**src/rtl/dff_bank_rr_arbiter.sv**
```systemverilog
// dff_bank_rr_arbiter
// Round-robin arbiter that hands exclusive write ownership of one shared
// WIDTH-bit register bank to one of NUM_REQ requesters at a time. Each
// ownership is capped at MAX_HOLD writes; on release the arbiter picks the
// next owner on the same falling edge so back-to-back owners see no idle gap.
// All state changes on the falling edge of clk; reset is asynchronous.

module dff_bank_rr_arbiter #(
  parameter int NUM_REQ  = 4,
  parameter int WIDTH    = 8,
  parameter int MAX_HOLD = 4
) (
  input  logic                       clk,
  input  logic                       reset,
  input  logic [NUM_REQ-1:0]         req,
  input  logic [NUM_REQ*WIDTH-1:0]   wdata,
  output logic [NUM_REQ-1:0]         grant,
  output logic [WIDTH-1:0]           q,
  output logic                       wr_strobe,
  output logic [$clog2(NUM_REQ)-1:0] wr_src,
  output logic                       busy
);

  localparam int IW = $clog2(NUM_REQ);
  localparam int CW = $clog2(MAX_HOLD + 1);

  typedef enum logic {
    IDLE = 1'b0,
    OWN  = 1'b1
  } state_t;

  state_t          state;
  logic [IW-1:0]   own;        // index of the current owner (valid in OWN)
  logic [IW-1:0]   ptr;        // round-robin search start
  logic [CW-1:0]   cnt;        // writes performed in the current ownership
  logic [CW-1:0]   cnt_inc;
  logic [IW-1:0]   nxt_ptr;    // owner + 1, wrapped
  logic [IW-1:0]   pick_idle;  // winner searching from ptr
  logic [IW-1:0]   pick_rel;   // winner searching from owner + 1
  logic [WIDTH-1:0] own_wdata;
  logic            own_req;
  logic            hold_done;
  logic            release_now;

  // First requester found searching start, start+1, ... modulo NUM_REQ.
  // The sum is kept one bit wider so non-power-of-two NUM_REQ wraps correctly.
  function automatic logic [IW-1:0] rr_pick(input logic [NUM_REQ-1:0] r,
                                            input logic [IW-1:0]      start);
    logic [IW:0] s;
    logic        found;
    rr_pick = '0;
    found   = 1'b0;
    for (int unsigned k = 0; k < unsigned'(NUM_REQ); k++) begin
      s = {1'b0, start} + (IW+1)'(k);
      if (s >= (IW+1)'(NUM_REQ)) begin
        s = s - (IW+1)'(NUM_REQ);
      end
      if (!found && r[s[IW-1:0]]) begin
        rr_pick = s[IW-1:0];
        found   = 1'b1;
      end
    end
  endfunction

  // One-hot vector with bit i set.
  function automatic logic [NUM_REQ-1:0] onehot(input logic [IW-1:0] i);
    onehot    = '0;
    onehot[i] = 1'b1;
  endfunction

  // Data lane and request of the current owner.
  always_comb begin
    own_wdata = '0;
    for (int unsigned i = 0; i < unsigned'(NUM_REQ); i++) begin
      if (own == IW'(i)) begin
        own_wdata = wdata[i*WIDTH +: WIDTH];
      end
    end
    own_req = req[own];
  end

  // Hold budget, next search start and both arbitration candidates.
  always_comb begin
    cnt_inc     = cnt + CW'(1);
    hold_done   = (cnt_inc == CW'(MAX_HOLD));
    release_now = !own_req || hold_done;
    nxt_ptr     = (own == IW'(NUM_REQ - 1)) ? '0 : own + IW'(1);
    pick_idle   = rr_pick(req, ptr);
    // Searching from owner+1 puts the departing owner last, so after a
    // forced release it only wins again when nobody else is asking.
    pick_rel    = rr_pick(req, nxt_ptr);
  end

  // Ownership state machine, register bank and write status.
  always_ff @(negedge clk or posedge reset) begin
    if (reset) begin
      state     <= IDLE;
      grant     <= '0;
      own       <= '0;
      ptr       <= '0;
      cnt       <= '0;
      q         <= '0;
      wr_strobe <= 1'b0;
      wr_src    <= '0;
    end else begin
      case (state)
        IDLE: begin
          wr_strobe <= 1'b0;
          if (|req) begin
            state <= OWN;
            own   <= pick_idle;
            grant <= onehot(pick_idle);
            cnt   <= '0;
          end
        end
        OWN: begin
          if (own_req) begin
            q         <= own_wdata;
            wr_strobe <= 1'b1;
            wr_src    <= own;
            cnt       <= cnt_inc;
          end else begin
            wr_strobe <= 1'b0;
          end
          // Release and re-arbitration share this edge; the later cnt
          // assignment supersedes the increment above.
          if (release_now) begin
            ptr <= nxt_ptr;
            cnt <= '0;
            if (|req) begin
              own   <= pick_rel;
              grant <= onehot(pick_rel);
            end else begin
              state <= IDLE;
              grant <= '0;
            end
          end
        end
        default: begin
          state <= IDLE;
          grant <= '0;
        end
      endcase
    end
  end

  // Status: owned whenever a grant is out.
  always_comb begin
    busy = |grant;
  end

endmodule

```
**config.mk**
```make
export PLATFORM = sky130hd
export DESIGN_NAME = dff_bank_rr_arbiter
export DESIGN_NICKNAME = d
export VERILOG_FILES = /design/src/rtl/dff_bank_rr_arbiter.sv
export SDC_FILE = /design/constraint.sdc
export NUM_CORES = 1
export LEC_CHECK = 0
export BUFFER_PORTS_ARGS = -buffer_cell sky130_fd_sc_hd__buf_4
export CORE_MARGIN = 10
export CORE_UTILIZATION = 53
export CTS_BUF_LIST = sky130_fd_sc_hd__clkbuf_16
export CTS_CLUSTER_DIAMETER = 150
export DETAILED_ROUTE_END_ITERATION = 8
export PLACE_DENSITY = 0.95
export SYNTH_ARGS = -nofsm -noshare
export SYNTH_HDL_FRONTEND = slang
export SYNTH_SLANG_ARGS = --single-unit
```
**constraint.sdc**
```tcl
create_clock -name clk -period 4.6 [get_ports clk]
set_clock_uncertainty 0.15 [all_clocks]
set_input_delay 0.69 -clock clk [delete_from_list [all_inputs] [get_ports clk]]
set_output_delay 0.69 -clock clk [all_outputs]
set_load 0.02 [all_outputs]
```
==> out/results.ini <==
[status]
status=completed

[route]
drt-total-wl_um=4060
ant_nets=0
vias=1472
wl_per_cell_um=15.8
drc=0
viasPerCell=5.73
drtIter0Drc=148
first_pass_iters=6

[timing]
slew_violations=0
hold_violations=0
finalSetupViolCount=0
setup_tns_ns=0
slew-limit-headroom_pct=56.3
worst_pin_slew_ns=0.655
rsz0062_at_grt=no

[floorplan]
std_cell_rows=19
die_area_um2=5410
coreArea_um2=2760
die_w_um=73.6
start_util_pct=55.1
ios=54
die_h_um=73.6

[pwr]
intPower_mw=0.788
power_switching_mw=0.617
p_leak_nw=0.960
p_sw_share_pct=43.9
power.density_nw_per_um2=694
pwr-share-comb_pct=59.8
clock_power_share_pct=13.5
seq_power_share_pct=26.8
ir_worst_vdd_mv=0.491

[worst_setup_path]
cp-end-kind=output port
worstSetupStartpointType=flop
critPathRequiredTime_ns=3.76
cp_data_arrival_time_ns=3.63
worst-setup-path-type=reg -> out
r2r_cells=6
crit_fanout=3
ff2ff_setup_slack_ns=2.18
timing.rr.end=own[1]
r2r_start=own[0]

[finish]
mostFrequentLayoutCells=buf_4, dfrtn_1, nand2_1
n_antenna_cell=0
drive_above_1_share_pct=31.4
mostFrequentLayoutCell=buf_4
instances_no_fill=257
synthToLayoutAreaGrowth_pct=33.2
final_util_pct=73.4
finalNetCount=271

[global_route]
grt_usage_pct=15.2
grt-ovfl-total=0
antenna_found_initial=0
grt_pass1_wl_um=6730
grt_max_degree=24
grt_pass1_vias=1351

[synthesis]
netlist_instances=174
ys_ff_latch=23
ys_async_sr_fraction_pct=100
syn_nets=218
synth_edf_count=0
ys_warn_count=0
ys_seq_area_share_pct=37.9
syn_area_per_cell_um2=8.74
syn_area_um2=1520
synth_ff_type=dfrtn_1
synth_cell_types=45

[place]
dp.cells=253
hpwl_um=3200
place_congestion=0.880
portBuffers=53

[worst_hold_path]
whs_path_depth=2
hp-class=reg -> reg
hold_start=q[1]
hold_end=q[1]

[clock_network]
htreeDepth=1
clk_root_buffer_cell=clkbuf_16
ctsResizeCount=0
cts_buffer_depth=2
cts_tree=done
numCtsBuffers=3
clk_pin_slew_ns=0.05
ctsHoldBuffers=0
clk_latency_ns=0.28
cts_setup_buffers=0
cts.sinks=23

[job]
cap_violations=0

final cells by class:
class	instances	area, um^2
multi-input cells	136	881
fillers	218	733
flip-flops and latches	23	576
repair buffers	56	420
clock buffers	3	75.1
well taps	31	38.8
inverters	7	26.3
clock inverters	1	7.51
power by group through the flow:
stage	logic (mW)	clock network, mW	registers, mW
finish	0.840	0.189	0.376
global route	0.940	0.201	0.391
CTS	0.840	0.191	0.378
detailed placement	0.833	0	0.380
global placement	0.814	0	0.376
floorplan	0.521	0	0.441
stage by stage:
stage / hold slack [ns] / power (mW) / setup slack (ns) / instance area, um^2
finish: 0.290 / 1.41 / 0.130 / 2020
global route: 0.305 / 1.53 / 0.115 / 2020
CTS: 0.289 / 1.41 / 0.125 / 2020
detailed placement: 0.291 / 1.21 / 0.0899 / 1940
global placement: 0.275 / 1.19 / 0.103 / 1940
floorplan: 0.279 / 0.962 / 0.181 / 1520
per-layer routing:
metal  track usage, %  part of all wire [%]  vias up
met1             21.1                    44      680
li1                 -                     -      741
met4             5.18                   1.6        0
met3             2.29                   5.8        4
met5                0                     0        -
met2             23.3                    49       47
how the worst max path moves through the flow:
stage	cells after the start	start	to
CTS	2	grant[1]	busy
floorplan	6	req[3]	own[1]
detailed placement	5	req[3]	grant[2]
global placement	5	req[3]	grant[0]
finish	2	grant[1]	busy
global route	2	grant[1]	busy
synth_stat cells, types with 2 or more instances:
library cell | n | area share (%)
nand3_1 | 2 | 0.66
nand2_1 | 21 | 5.2
a211o_1 | 2 | 1.2
clkbuf_1 | 3 | 0.74
ha_1 | 6 | 4.9
a31oi_1 | 2 | 0.82
nand2b_1 | 3 | 1.2
a221oi_1 | 9 | 5.2
buf_2 | 3 | 0.99
nor2b_1 | 16 | 6.6
o21ai_0 | 15 | 4.9
dfrtn_1 | 23 | 38
nor3_1 | 10 | 3.3
inv_1 | 6 | 1.5
nor4_1 | 2 | 0.82
nor2_1 | 10 | 2.5
a21oi_1 | 13 | 4.3
critical path, stage by stage (launching register included):
cell and delay (ns):
dfrtn_1 0.36, or4_1 0.52, buf_4 0.17
logic make-up after synthesis:
kind of cell    share of synthesized area (%)
simple gates                             24.4
compound gates                           25.1
flops                                    37.9
buf+inv                                  4.20
fa+ha+maj                                4.94
mux                                      2.88
xor+xnor                                0.576
registers in the layout (all words and copies together) (netlist names):
signal,count
own,2
wr_strobe,1
wr_src,2
ptr,2
state,1
grant,4
cnt,3
q,8
Note: power is estimated with default switching activity, not from simulation.
